### config.mk
export PLATFORM = sky130hd
export DESIGN_NAME = inst_fetch_queue
export DESIGN_NICKNAME = d
export VERILOG_FILES = /design/src/rtl/inst_fetch_queue.sv
export SDC_FILE = /design/constraint.sdc
export NUM_CORES = 1
export LEC_CHECK = 0
export BUFFER_PORTS_ARGS = -buffer_cell sky130_fd_sc_hd__buf_4
export CORE_ASPECT_RATIO = 1.5
export CORE_MARGIN = 3
export CORE_UTILIZATION = 50
export CTS_BUF_LIST = sky130_fd_sc_hd__clkbuf_4
export DETAILED_ROUTE_END_ITERATION = 10
export PLACE_DENSITY = 0.79
export SLEW_MARGIN = 10
export SYNTH_ARGS = -nofsm -noshare
export SYNTH_HDL_FRONTEND = slang
export SYNTH_SLANG_ARGS = --single-unit
### constraint.sdc
create_clock -name clk -period 6.1 [get_ports clk]
set_input_delay 1.525 -clock clk [delete_from_list [all_inputs] [get_ports clk]]
set_output_delay 1.525 -clock clk [all_outputs]
set_load 0.01 [all_outputs]
### src/rtl/inst_fetch_queue.sv
// Instruction fetch front end: program counter, combinational-read imem request, prefetch queue to decode.
// Latency: an instruction is fetched on the edge that pushes it and is at the head on the following cycle.
//          A redirect costs 2 cycles before the target reaches the head.
// Backpressure: out_valid/out_ready handshake. A full queue stalls the PC unless the head pops on the same edge.
//
// Ports:
//   clk, rst        - clock (rising edge) and asynchronous active-high reset
//   inst_addr       - byte address to instruction memory (always pc_q)
//   inst_i          - word returned combinationally for inst_addr in the same cycle
//   redirect_valid  - single-cycle restart request; flushes the queue
//   redirect_pc     - restart target; bits [1:0] are forced to zero
//   out_valid       - queue head is valid
//   out_ready       - decode accepts the head
//   out_pc          - PC of the head (0 when empty)
//   out_inst        - instruction of the head (0 when empty)
//   occupancy       - number of valid queue entries
module inst_fetch_queue #(
    parameter int unsigned DEPTH    = 4,
    parameter logic [31:0] RESET_PC = 32'h0000_0000
) (
    input  logic                       clk,
    input  logic                       rst,
    output logic [31:0]                inst_addr,
    input  logic [31:0]                inst_i,
    input  logic                       redirect_valid,
    input  logic [31:0]                redirect_pc,
    output logic                       out_valid,
    input  logic                       out_ready,
    output logic [31:0]                out_pc,
    output logic [31:0]                out_inst,
    output logic [$clog2(DEPTH):0]     occupancy
);

    localparam int unsigned PTR_W = $clog2(DEPTH);
    localparam int unsigned CNT_W = PTR_W + 1;
    localparam logic [CNT_W-1:0] FULL_CNT = CNT_W'(DEPTH);

    // Architectural state
    logic [31:0]      pc_q,     pc_d;
    logic [PTR_W-1:0] rd_ptr_q, rd_ptr_d;
    logic [PTR_W-1:0] wr_ptr_q, wr_ptr_d;
    logic [CNT_W-1:0] count_q,  count_d;

    // Queue storage; contents are only ever observed through count_q, so no reset is needed.
    logic [31:0] mem_pc_q   [DEPTH];
    logic [31:0] mem_inst_q [DEPTH];

    logic empty;
    logic full;
    logic pop;
    logic push;

    // The two low bits of the redirect target are dropped to keep fetch word aligned.
    logic unused_redirect_lsb;
    assign unused_redirect_lsb = ^redirect_pc[1:0];

    assign empty = (count_q == '0);
    assign full  = (count_q == FULL_CNT);

    // A head accepted in the same cycle as a redirect still completes the handshake;
    // the flush below simply overrides the pointer/count update.
    assign pop  = !empty && out_ready;
    // Full queue can still accept a new word when the head leaves on the same edge.
    assign push = !redirect_valid && (!full || pop);

    always_comb begin
        pc_d     = pc_q;
        rd_ptr_d = rd_ptr_q;
        wr_ptr_d = wr_ptr_q;
        count_d  = count_q;

        if (redirect_valid) begin
            pc_d     = {redirect_pc[31:2], 2'b00};
            rd_ptr_d = '0;
            wr_ptr_d = '0;
            count_d  = '0;
        end else begin
            if (push) begin
                wr_ptr_d = wr_ptr_q + 1'b1;
                pc_d     = pc_q + 32'd4;
            end
            if (pop) begin
                rd_ptr_d = rd_ptr_q + 1'b1;
            end
            if (push && !pop) begin
                count_d = count_q + 1'b1;
            end else if (pop && !push) begin
                count_d = count_q - 1'b1;
            end
        end
    end

    always_ff @(posedge clk or posedge rst) begin
        if (rst) begin
            pc_q     <= RESET_PC;
            rd_ptr_q <= '0;
            wr_ptr_q <= '0;
            count_q  <= '0;
        end else begin
            pc_q     <= pc_d;
            rd_ptr_q <= rd_ptr_d;
            wr_ptr_q <= wr_ptr_d;
            count_q  <= count_d;
        end
    end

    always_ff @(posedge clk) begin
        if (push) begin
            mem_pc_q[wr_ptr_q]   <= pc_q;
            mem_inst_q[wr_ptr_q] <= inst_i;
        end
    end

    // All outputs come from registered state only; nothing here depends on
    // out_ready or redirect_valid combinationally.
    assign inst_addr = pc_q;
    assign out_valid = !empty;
    assign out_pc    = empty ? 32'd0 : mem_pc_q[rd_ptr_q];
    assign out_inst  = empty ? 32'd0 : mem_inst_q[rd_ptr_q];
    assign occupancy = count_q;

endmodule

# After elaboration in Yosys (flattened, before gate mapping)
# Memory sizes are Yosys's and may differ from the RTL's.
# Cells that the tools add are included.
[word_totals]
ff_bits = 39
mem_bits_rw = 256
in_bits = 68
output_inout_bits = 100
mem_count = 2
[op_classes]
n_addsub = 5
n_eq_ne = 1
n_mux = 13
n_reduce_logical = 14
[mem_list]
columns = ["name", "words", "word_bits", "rd", "rd_ports_with_merged_regs", "write_ports", "line", "source"]
rows = [
  ["mem_inst_q", 4, 32, 1, 0, 1, "46", "logic [31:0] mem_inst_q [DEPTH];"],
  ["mem_pc_q", 4, 32, 1, 0, 1, "45", "logic [31:0] mem_pc_q [DEPTH];"],
]
[ops]
columns = ["operator", "count"]
rows = [
  ["$mux 32", 4],
  ["$add 32x3->32 const B", 1],
  ["$mux 3", 3],
  ["$mux 2", 4],
  ["$logic_not 1->1", 5],
  ["$add 2x1->2 const B", 2],
  ["$logic_and 1x1->1", 4],
  ["$reduce_bool 2->1", 2],
  ["$add 3x1->3 const B", 1],
  ["$eq 3x3->1 const B", 1],
  ["$logic_not 3->1", 1],
  ["$reduce_bool 3->1", 1],
  ["$sub 3x1->3 const B", 1],
  ["$mux 1", 2],
  ["$logic_or 1x1->1", 1],
]

# Logic depth before layout (Yosys ltp)
# Gate-level depths: netlist of the first run.
[logic_depth]
word_depth = 10
depth_mapped = 8

# Worst setup path after synthesis of the first run
# No wires, ideal clock.
[synth_path]
path_type = "input port to flip-flop"
from = "in out_ready"
to = "mem mem_inst_q[0][0], enable pin"
setup_ps = 427
arrival_time_ps = 3965
setup_slack_ps = 1708
stages = 5
cell_sequence = "buf_2 or4b_1 clkbuf_1 clkbuf_1 and3_1"
[synth_between]
elab_chain_len = 5
[synth_lines]
columns = ["element", "line", "source"]
rows = [
  ["start: declaration", "28", "input logic out_ready,"],
  ["$logic_and 1x1->1", "62", "assign pop = !empty && out_ready;"],
  ["$logic_or 1x1->1", "64", "assign push = !redirect_valid && (!full || pop);"],
  ["$logic_and 1x1->1", "64", ""],
  ["$mux 1", "108", "if (push) begin"],
  ["$mux 1 (not written as such)", "110", "mem_inst_q[wr_ptr_q] <= inst_i;"],
  ["end: declaration", "46", ""],
]
# No other way between the ends.

# Worst setup path in the final report of the first run
[layout_path]
from = "reg rd_ptr_q[0]"
to = "out out_inst[10]"
[layout_between]
elab_chain_len = 2
[layout_lines]
columns = ["element", "line", "source"]
rows = [
  ["start: declaration", "40", "logic [PTR_W-1:0] rd_ptr_q, rd_ptr_d;"],
  ["start signal: assignment", "101", "rd_ptr_q <= rd_ptr_d;"],
  ["$mem_v2 4x32", "-", ""],
  ["$mux 32", "119", "assign out_inst = empty ? 32'd0 : mem_inst_q[rd_ptr_q];"],
  ["end: declaration", "30", "output logic [31:0] out_inst,"],
]
# No other way between the ends.

==> results.md, run 1 <==
* CTS buffer count at 67
* Total grt overflow at 0
* CTS root buffer: clkbuf_4
* H-tree depth at 3
* Worst Hold Class: reg -> reg
* DIE WIDTH at 130 um
* Mapped Cells at 650
* Worst slew pin tran at 1.08 ns
* Final period util at 73.3%
* CP max-delay cell: dfrtp_4
* Maxcap violations at 0
* Wl on met1 at 9190 um
* Top-count cell post-synth: edfxtp_1
* Clock-pin slew on the worst setup and hold paths at 0.06 ns
* Clock Sinks at 285
* Iter 0 DRT Violations at 362
* Kind of end point of the critical path: output pin
* WL met2 at 12500 um
* Async set-or-reset flop fraction in the synthesized netlist at 13.0%
* Leakage at 4.91 nW
* Gr usage total at 19.2%
* Wire length on met3 at 1230 um
* Synth cell count leaders: edfxtp_1 (248), and2_1 (65), mux4_2 (62)
* HPWL after detailed placement at 13600 um
* DR vias/cell at 5.62
* Max incr delay on CP at 1.03 ns
* Total Power at 5.42 mW
* I/O Pins at 168
* Setup Buffers After CTS at 0
* Final core utilization at 61.3%
* Hold path depth at 2
* Layout Nets at 921
* Slew Viols, Final at 0
* Worst skew pair latency at 0.64 ns
* Post_cts resized at 0
* DR top layer: met4
* Crit path cell chain: buf_4 > mux4_2 > and2_1 > buf_4
* Cell taking the most area after synthesis: edfxtp_1
* CP Class: reg -> out
* Final setup viols at 0
* Result of the run: finished, final reports clean
* Sequential share of the synthesized area at 72.5%
* Max_slew headroom at 28.0%
* Dominant cells by area after synthesis: edfxtp_1 (64%), mux4_2 (12%), dfrtp_1 (8.0%)
* Initial Util at 51.2%
* Die height at 192 um
* Most used cell, CP: buf_4
* Crit path DAT at 2.95 ns
* Syn. warnings at 0
* Routed WL per cell at 20.0 um
* Mapped Area at 0.0116 mm^2
* Crit path buffers/inverters at 2
* PortBufs at 161
* Fmax at 0.224 GHz
* Syn_area_per_cell at 17.8 um^2
* Post-Place Cells at 1054
* Post-route cell area at 0.0138 mm^2
* DR vias at 6604
* Area grow syn2layout at 19.6%
* Layout cells sized above 1 at 37.5%
* Synth Flop Type: edfxtp_1
* Wirelength, routed at 23500 um
* Worst clock skew at 0.0287 ns
* DP Worst Slack at 2.03 ns
* Hold Slack at 0.584 ns
* Routability cong. at 0.783
* Yosys cell types at 38
* Clock tree buffer depth at 3
* Worst Path Required at 4.58 ns
* Final WS setup at 1.63 ns
* DRC Markers at 0
* Share of the synthesized area in the top cell type at 64.5%
* Die area at 0.0250 mm^2
* Largest net degree at the start of global routing at 63
* Post-synth EDFFs at 248
* Crit path max-delay family: flip-flops
* First-pass DRT Iterations at 5
* Max IR drop VDD at 0.162 mV
* RSZ-0062 raised after global routing: no
* Min Tclk post-route at 4.47 ns
* Cts-stage hold buffer count at 0
* Core area at 0.0226 mm^2
* CP max FO at 45
* DP Area at 0.0130 mm^2
* Layout Cells excl Fill at 1175
* FP Rows at 67
* TritonCTS clock tree: done
* Vias in the first global route at 6906
* Post-route ant nets at 0
* Stages on worst setup path at 4
* First-pass GRT wire length at 36400 um
* Initial antenna violation count at 1
* Flop and latch count out of synthesis at 285
* Setup crit start kind: register
* Final hold violations at 0
* Pwr per Cell Area at 393 mW/mm^2
* Cells on worst reg2reg path at 7
* Setup TNS at 0 ns
-- cell usage in the layout, fill, tap and decap left out, types with 2 or more instances in the layout --
cell type,netlist,final
and4_1,4,4
or4_1,16,16
xnor2_1,2,2
a31oi_1,15,15
clkinv_2,0,3
mux4_2,62,62
o211ai_1,5,5
o21ai_1,12,12
conb_1,1,4
edfxtp_1,248,248
o31a_1,2,2
ha_1,5,5
or3_1,4,3
clkbuf_4,0,98
dfrtp_1,37,35
buf_4,4,166
and3_4,0,4
o31ai_1,12,12
nor2_1,19,19
xor2_1,10,10
nor3_1,2,2
nand3_1,12,12
nor3b_1,2,2
clkinv_1,0,18
and2_1,65,65
inv_1,10,10
nand4_1,14,14
a21oi_1,6,6
nand2_1,29,29
o21ai_0,3,3
-- power by group --
part | leakage (nW) | internal [mW] | switching [mW] | total, mW
Sequential | 2.71 | 2.36 | 0.181 | 2.54
Combinational | 1.71 | 0.758 | 0.687 | 1.44
Clock | 0.495 | 0.741 | 0.696 | 1.44
Total | 4.91 | 3.86 | 1.56 | 5.42
-- cells by family after synthesis --
group | Yosys count | share of synthesized area (%)
and+or+nand+nor | 175 | 8.62
buffers and inverters | 51 | 1.95
other | 1 | 0.0325
muxes | 63 | 12.2
AOI/OAI and AO/OA | 57 | 3.11
DFF | 285 | 72.5
xor gates and xnor gates | 12 | 0.910
adders and majority gates | 6 | 0.715
-- registers in the layout, summed over array words and instances (netlist names) --
signal	cells
rd_ptr_q	2
mem_inst_q	128
occupancy	3
inst_addr	30
wr_ptr_q	2
mem_pc_q	120
-- routing by layer --
metal  track usage [%]  up-vias
met5                 0        -
met4              7.68        0
met3              3.90       39
met2              33.6      220
met1              23.1     3329
li1                  -     3016
-- worst register-to-register path: stages (launching register included) --
cell,delay (ns)
dfrtp_1,0.47
or3_2,0.73
buf_4,0.38
a21oi_1,0.24
fa_1,0.43
inv_1,0.08
o21ai_0,0.08
a21oi_1,0.16
-- final timing paths --
path                                          start                       end  slack (ns)
max                         rd_ptr_q[0]$_DFFE_PP0P_              out_inst[10]        1.63
min                         wr_ptr_q[1]$_DFFE_PP0N_   wr_ptr_q[1]$_DFFE_PP0N_        0.58
max reg2reg                occupancy[0]$_DFFE_PP0P_  occupancy[1]$_DFFE_PP0P_        3.45
min reg2reg                 wr_ptr_q[1]$_DFFE_PP0N_   wr_ptr_q[1]$_DFFE_PP0N_        0.58
max in group asynchronous                       rst   rd_ptr_q[0]$_DFFE_PP0P_        4.72
min in group asynchronous                       rst  occupancy[2]$_DFFE_PP0P_        1.01
-- cell type report --
| class | count | area [um^2] |
|---|---|---|
| antenna | 1 | 2.50 |
| timing repair buffer | 166 | 1250 |
| multi-input combinational | 317 | 2990 |
| clock buffer | 98 | 736 |
| fill | 1694 | 8730 |
| sequential | 285 | 8380 |
| tap | 276 | 345 |
| inverter | 10 | 37.5 |
| clock inverter | 22 | 86.3 |
Note: power is estimated with default switching activity, not from simulation.
==> run 2: changes to the inputs <==
==> constraint.sdc (replaced) <==
create_clock -name clk -period 4.5 [get_ports clk]
set_input_delay 1.125 -clock clk [delete_from_list [all_inputs] [get_ports clk]]
set_output_delay 1.125 -clock clk [all_outputs]
set_load 0.01 [all_outputs]
==> run 2 against run 1 <==
  * Hold slack got worse by 0.0043 ns
  * Largest cell class unchanged
  * Wire length decreased by 0.42%
  * Sequential power increased by 35%
  * First-iteration DRC count decreased by 1.4%
  * Sequential share of layout area decreased by 0.30 points
  * Clock power increased by 33%
  * Core utilization increased by 0.30 points
  * Cell area increased by 0.49%
  * Clock skew decreased by 0.0027 ns
  * Setup slack got worse by 0.95 ns
  * Combinational power increased by 39%
==> results.md, run 2 (synthesis gave the netlist of run 1 again) <==
* Die area at 0.0250 mm^2 (unchanged)
* Cells on worst reg2reg path at 4 (was 7)
* Clock Sinks at 285 (unchanged)
* Commonest non-fill, non-tap cell in the layout: edfxtp_1 (unchanged)
* Result of the run: finished, final reports clean (unchanged)
* Hold Slack at 0.580 ns (was 0.584 ns)
* FP Rows at 67 (unchanged)
* Post-route ant nets at 0 (unchanged)
* Iter 0 DRT Violations at 357 (was 362)
* Setup Buffers After CTS at 0 (unchanged)
* Total grt overflow at 0 (unchanged)
* PortBufs at 161 (unchanged)
* Worst clock skew at 0.0260 ns (was 0.0287 ns)
* Layout cells sized above 1 at 38.5% (was 37.5%)
* Max incr delay on CP at 0.87 ns (was 1.03 ns)
* Clock-pin slew on the worst setup and hold paths at 0.07 ns (was 0.06 ns)
* First-pass GRT wire length at 36400 um (about the same)
* Vias in the first global route at 6912 (was 6906)
* Worst slew pin tran at 0.944 ns (was 1.08 ns)
* DIE WIDTH at 130 um (unchanged)
* Wirelength, routed at 23400 um (was 23500 um)
* Setup crit start kind: register (unchanged)
* Initial Util at 51.2% (unchanged)
* Clock tree buffer depth at 3 (unchanged)
* Max FFs per register at 128 (unchanged)
* R2R Setup Slk at 1.97 ns (was 3.45 ns)
* H-tree depth at 3 (unchanged)
* Pwr per Cell Area at 529 mW/mm^2 (was 393 mW/mm^2)
* Layout Nets at 926 (was 921)
* Crit path DAT at 2.70 ns (was 2.95 ns)
* CP Class: reg -> out (unchanged)
* Fmax at 0.261 GHz
* Worst skew pair latency at 0.64 ns (about the same)
* CTS buffer count at 67 (unchanged)
* Die height at 192 um (unchanged)
* First-pass DRT Iterations at 5 (unchanged)
* Gr usage total at 19.1% (was 19.2%)
* Hold path depth at 2 (unchanged)
* Worst Path Required at 3.38 ns (was 4.58 ns)
* Final setup viols at 0 (unchanged)
* Max_slew headroom at 37.0% (was 28.0%)
* DRC Markers at 0 (unchanged)
* Initial antenna violation count at 1 (unchanged)
* Most frequent cells in the layout: edfxtp_1 (248), buf_4 (165), clkbuf_4 (101) (was edfxtp_1 (248), buf_4 (166), clkbuf_4 (98))
* CP max FO at 32 (was 45)
* Multi-input logic area at 0.00299 mm^2 (unchanged)
* CP Capture Point: out_inst[4] (was out_inst[10])
* Slew Viols, Final at 0 (unchanged)
* DR vias at 6621 (was 6604)
* Final period util at 85.0%
* HPWL after detailed placement at 14600 um (was 13600 um)
* CTS root buffer: clkbuf_4 (unchanged)
* FF-to-FF Start: inst_addr[12]$_DFFE_PP0N_ (was occupancy[0]$_DFFE_PP0P_)
* Kind of end point of the critical path: output pin (unchanged)
* Leakage at 4.94 nW (was 4.91 nW)
* Max IR drop VDD at 0.249 mV (was 0.162 mV)
* Post_cts resized at 0 (unchanged)
* Routability cong. at 0.777 (was 0.783)
* Maxcap violations at 0 (unchanged)
* Most used cell, CP: buf_4 (unchanged)
* Total Power at 7.34 mW (was 5.42 mW)
* Filler cell count in the final layout at 1660 (was 1694)
* FF+latch area at 0.00838 mm^2 (unchanged)
* CP max-delay cell: dfrtp_4 (unchanged)
* Setup TNS at 0 ns (unchanged)
* Area grow syn2layout at 20.2% (was 19.6%)
* R2R Path End: inst_addr[30]$_DFFE_PP0N_ (was occupancy[1]$_DFFE_PP0P_)
* Worst Hold Class: reg -> reg (unchanged)
* RSZ-0062 raised after global routing: no (unchanged)
* Min Tclk post-route at 3.83 ns
* Largest Register: mem_inst_q (unchanged)
* I/O Pins at 168 (unchanged)
* Largest net degree at the start of global routing at 45 (was 63)
* Cts-stage hold buffer count at 0 (unchanged)
* TritonCTS clock tree: done (unchanged)
* Worst setup path start: rd_ptr_q[0]$_DFFE_PP0P_ (unchanged)
* Routed WL per cell at 20.0 um (about the same)
* DR vias/cell at 5.68 (was 5.62)
* Core area at 0.0226 mm^2 (unchanged)
* Final hold violations at 0 (unchanged)
* Crit path cell chain: buf_4 > mux4_2 > and2_1 > buf_4 (unchanged)
[run 2: where the power goes]
group          internal [mW]  total, mW  switching (mW)
clock network           1.01       1.92           0.908
registers               3.20       3.42           0.226
logic                   1.06       2.00           0.942
total                   5.27       7.34            2.08
[run 2: worst min path at each step]
stage | from | end
floorplan | wr_ptr_q[1]$_DFFE_PP0N_ | wr_ptr_q[1]$_DFFE_PP0N_
global placement | wr_ptr_q[1]$_DFFE_PP0N_ | wr_ptr_q[1]$_DFFE_PP0N_
detailed placement | wr_ptr_q[1]$_DFFE_PP0N_ | wr_ptr_q[1]$_DFFE_PP0N_
CTS | wr_ptr_q[1]$_DFFE_PP0N_ | wr_ptr_q[1]$_DFFE_PP0N_
global route | wr_ptr_q[1]$_DFFE_PP0N_ | wr_ptr_q[1]$_DFFE_PP0N_
finish | wr_ptr_q[1]$_DFFE_PP0N_ | wr_ptr_q[1]$_DFFE_PP0N_
[run 2: routing by layer]
metal	vias to the layer above	track usage (%)	wire (um)
met5	-	0	0
met4	0	8.16	467
met3	40	3.92	1140
met2	219	33.9	12900
met1	3353	22.3	8860
li1	3009	-	-
[run 2: stage by stage]
stage / cells / setup WS (ns) / utilization, % / cell area, um^2
3_5_place_dp: 1059 / 1.25 / 58.1 / 13100
2_1_floorplan: 653 / 0.508 / - / 11600
4_1_cts: 1165 / 0.533 / 61.6 / 13900
3_3_place_gp: 1059 / 1.26 / 58.1 / 13100
6_report: 1166 / 0.675 / 61.6 / 13900
5_1_grt: 1166 / 0.448 / 61.6 / 13900
[run 2: critical path: cells and delay by family, from the launching register on]
kind	cells	cell delay [ns]
DFF	1	0.87
and+or+nand+nor	1	0.19
muxes	1	0.52
buffers and inverters	2	0.49
[run 2: final cells by class]
cell class | count | area share (%)
Tap cell | 276 | 2.49
Clock inverter | 5 | 0.135
Multi-Input combinational cell | 317 | 21.5
Timing Repair Buffer | 171 | 9.79
Antenna cell | 1 | 0.0180
Inverter | 10 | 0.270
Clock buffer | 101 | 5.46
Sequential cell | 285 | 60.3
==> run 3: changes to the inputs <==
--- a/config.mk
+++ b/config.mk
@@ -5,6 +5,7 @@
 export SDC_FILE = /design/constraint.sdc
 export NUM_CORES = 1
 export LEC_CHECK = 0
+export ABC_AREA = 1
 export BUFFER_PORTS_ARGS = -buffer_cell sky130_fd_sc_hd__buf_4
 export CORE_ASPECT_RATIO = 1.5
 export CORE_MARGIN = 3
==> run 3 against run 2 <==
  * Largest power group unchanged
  * Sequential cell count unchanged
  * Highest routed layer unchanged
  * Critical path depth grew 2
  * Wire length up 24%
  * Hold slack lost 0.090 ns
==> results.md, run 3 <==
* Result of the run: finished, final reports clean (unchanged)
* DRC Markers at 0 (unchanged)
* PortBufs at 161 (unchanged)
* Post-route ant nets at 0 (unchanged)
* FP Rows at 69 (was 67)
* DR vias/cell at 5.37 (was 5.68)
* HPWL after detailed placement at 17600 um (was 14600 um)
* Post-synth EDFFs at 248 (unchanged)
* Synth Flop Type: edfxtp_1 (unchanged)
* First-pass GRT wire length at 44700 um (was 36400 um)
* Final setup viols at 0 (unchanged)
* DR vias at 9015 (was 6621)
* Top-count cell post-synth: nor2_1 (was edfxtp_1)
* Final WS setup at 0.484 ns (was 0.675 ns)
* Vias in the first global route at 8847 (was 6912)
* Synth cell count leaders: nor2_1 (298), edfxtp_1 (248), nand2_1 (137) (was edfxtp_1 (248), and2_1 (65), mux4_2 (62))
* Setup TNS at 0 ns (unchanged)
* Clock tree buffer depth at 3 (unchanged)
* Hold Slack at 0.490 ns (was 0.580 ns)
* Initial antenna violation count at 1 (unchanged)
* Post_cts resized at 0 (unchanged)
* First-pass DRT Iterations at 9 (was 5)
* Commonest non-fill, non-tap cell in the layout: nor2_1 (was edfxtp_1)
* Worst slew pin tran at 0.811 ns (was 0.944 ns)
* Initial Util at 51.2% (about the same)
* Syn_area_per_cell at 10.9 um^2 (was 17.8 um^2)
* CP Class: reg -> out (unchanged)
* Yosys cell types at 35 (was 38)
* Clock Sinks at 285 (unchanged)
* Max FFs per register at 128 (unchanged)
* RSZ-0062 raised after global routing: no (unchanged)
* Flop and latch count out of synthesis at 285 (unchanged)
* Setup crit start kind: register (unchanged)
* Max_slew headroom at 45.8% (was 37.0%)
* Fmax at 0.249 GHz (was 0.261 GHz)
* Worst skew pair latency at 0.66 ns (was 0.64 ns)
* Cell taking the most area after synthesis: edfxtp_1 (unchanged)
* Min Tclk post-route at 4.02 ns (was 3.83 ns)
* Worst Path Required at 3.38 ns (about the same)
* Wirelength, routed at 29100 um (was 23400 um)
* Setup Buffers After CTS at 0 (unchanged)
* I/O Pins at 168 (unchanged)
* Clock-pin slew on the worst setup and hold paths at 0.07 ns (about the same)
* Die height at 197 um (was 192 um)
* Worst Hold Class: in -> async (was reg -> reg)
* Async set-or-reset flop fraction in the synthesized netlist at 13.0% (unchanged)
* Leakage at 5.56 nW (was 4.94 nW)
* TritonCTS clock tree: done (unchanged)
* Sequential share of the synthesized area at 68.6% (was 72.5%)
* Syn. warnings at 0 (unchanged)
* H-tree depth at 3 (unchanged)
* Layout Nets at 1387 (was 926)
* Kind of end point of the critical path: output pin (unchanged)
* DP Worst Slack at 1.06 ns (was 1.25 ns)
* Routed WL per cell at 17.3 um (was 20.0 um)
* Max IR drop VDD at 0.372 mV (was 0.249 mV)
* Iter 0 DRT Violations at 557 (was 357)
* Crit path DAT at 2.89 ns (was 2.70 ns)
* Largest net degree at the start of global routing at 70 (was 45)
* Total grt overflow at 0 (unchanged)
* Worst clock skew at 0.0333 ns (was 0.0260 ns)
* Share of the synthesized area in the top cell type at 61.0% (was 64.5%)
* Area grow syn2layout at 19.5% (was 20.2%)
* Cells on worst reg2reg path at 4 (unchanged)
* Final hold violations at 0 (unchanged)
* Mapped Area at 0.0122 mm^2 (was 0.0116 mm^2)
* Final period util at 89.2% (was 85.0%)
* Dominant cells by area after synthesis: edfxtp_1 (61%), nor2_1 (9.2%), dfrtp_1 (7.6%) (was edfxtp_1 (64%), mux4_2 (12%), dfrtp_1 (8.0%))
* Largest Register: mem_inst_q (unchanged)
* Filler cell count in the final layout at 1868 (was 1660)
* Routability cong. at 0.951 (was 0.777)
* Maxcap violations at 0 (unchanged)
* Pwr per Cell Area at 553 mW/mm^2 (was 529 mW/mm^2)
* DIE WIDTH at 134 um (was 130 um)
* CTS root buffer: clkbuf_4 (unchanged)
* Slew Viols, Final at 0 (unchanged)
* Cts-stage hold buffer count at 0 (unchanged)
* Core area at 0.0238 mm^2 (was 0.0226 mm^2)
* Most frequent cells in the layout: nor2_1 (294), edfxtp_1 (248), buf_4 (171) (was edfxtp_1 (248), buf_4 (165), clkbuf_4 (101))
* Gr usage total at 21.7% (was 19.1%)
* Layout cells sized above 1 at 23.7% (was 38.5%)
* Die area at 0.0264 mm^2 (was 0.0250 mm^2)
* Mapped Cells at 1123 (was 650)
* CP max FO at 35 (was 32)
* CTS buffer count at 66 (was 67)
## run 3: layer usage
layer / vias up / GRT usage, % / wire (um)
met5: - / 0 / 0
met4: 0 / 10.8 / 1050
met3: 73 / 3.70 / 1820
met2: 357 / 39.8 / 15400
met1: 4314 / 24.2 / 10800
li1: 4271 / - / -
## run 3: where the power goes
group	total (mW)	switching [mW]	internal, mW
logic	2.58	1.59	0.996
clock network	1.99	0.952	1.03
registers	3.51	0.224	3.28
total	8.08	2.76	5.31
## run 3: metrics by stage
step / instance area (um^2) / util, % / power [mW] / instances
after global placement: 13800 / 57.8 / 6.10 / 1564
after CTS: 14600 / 61.3 / 8.17 / 1678
after global routing: 14600 / 61.3 / 8.53 / 1679
final: 14600 / 61.3 / 8.08 / 1679
after floorplan: 12200 / - / 4.91 / 1126
after detailed placement: 13800 / 57.8 / 6.16 / 1564
## run 3: cell families after synthesis
group                    after synthesis  share of synthesized area (%)
AO/OA/AOI/OAI                        225                           9.60
buffers and inverters                100                           3.68
flip-flops                           285                           68.6
adder cells (fa/ha/maj)                6                          0.676
XOR/XNOR                               8                          0.574
AND/OR/NAND/NOR                      498                           16.9
other                                  1                         0.0307
## run 3: worst max-delay path, stage by stage (launching register included)
cell and delay (ns):
dfrtp_2 0.74, inv_2 0.45, buf_12 0.31, nor2_1 0.10, o21ai_0 0.08, a21oi_1 0.33, buf_4 0.19
## run 3: layout make-up
class | count | area (um^2) | share of cell area, %
clock buffers | 95 | 713 | 4.89
well taps | 319 | 399 | 2.73
flip-flops and latches | 285 | 8380 | 57.4
multi-input cells | 741 | 3430 | 23.5
repair buffers | 177 | 1400 | 9.62
clock inverters | 19 | 113 | 0.771
inverters | 42 | 159 | 1.09
diodes | 1 | 2.50 | 0.0171
## run 3: final timing paths
path	startpoint	end	slack (ns)
hold / removal	rst	inst_addr[15]$_DFFE_PP0N_	0.49
max in group asynchronous	rst	rd_ptr_q[0]$_DFFE_PP0P_	3.22
setup / recovery	rd_ptr_q[1]$_DFFE_PP0P_	out_pc[14]	0.48
hold reg to reg	wr_ptr_q[0]$_DFFE_PP0N_	wr_ptr_q[0]$_DFFE_PP0N_	0.59
setup reg to reg	occupancy[2]$_DFFE_PP0P_	mem_inst_q[2][4]$_DFFE_PP_	2.22
min in group clk	wr_ptr_q[0]$_DFFE_PP0N_	wr_ptr_q[0]$_DFFE_PP0N_	0.59
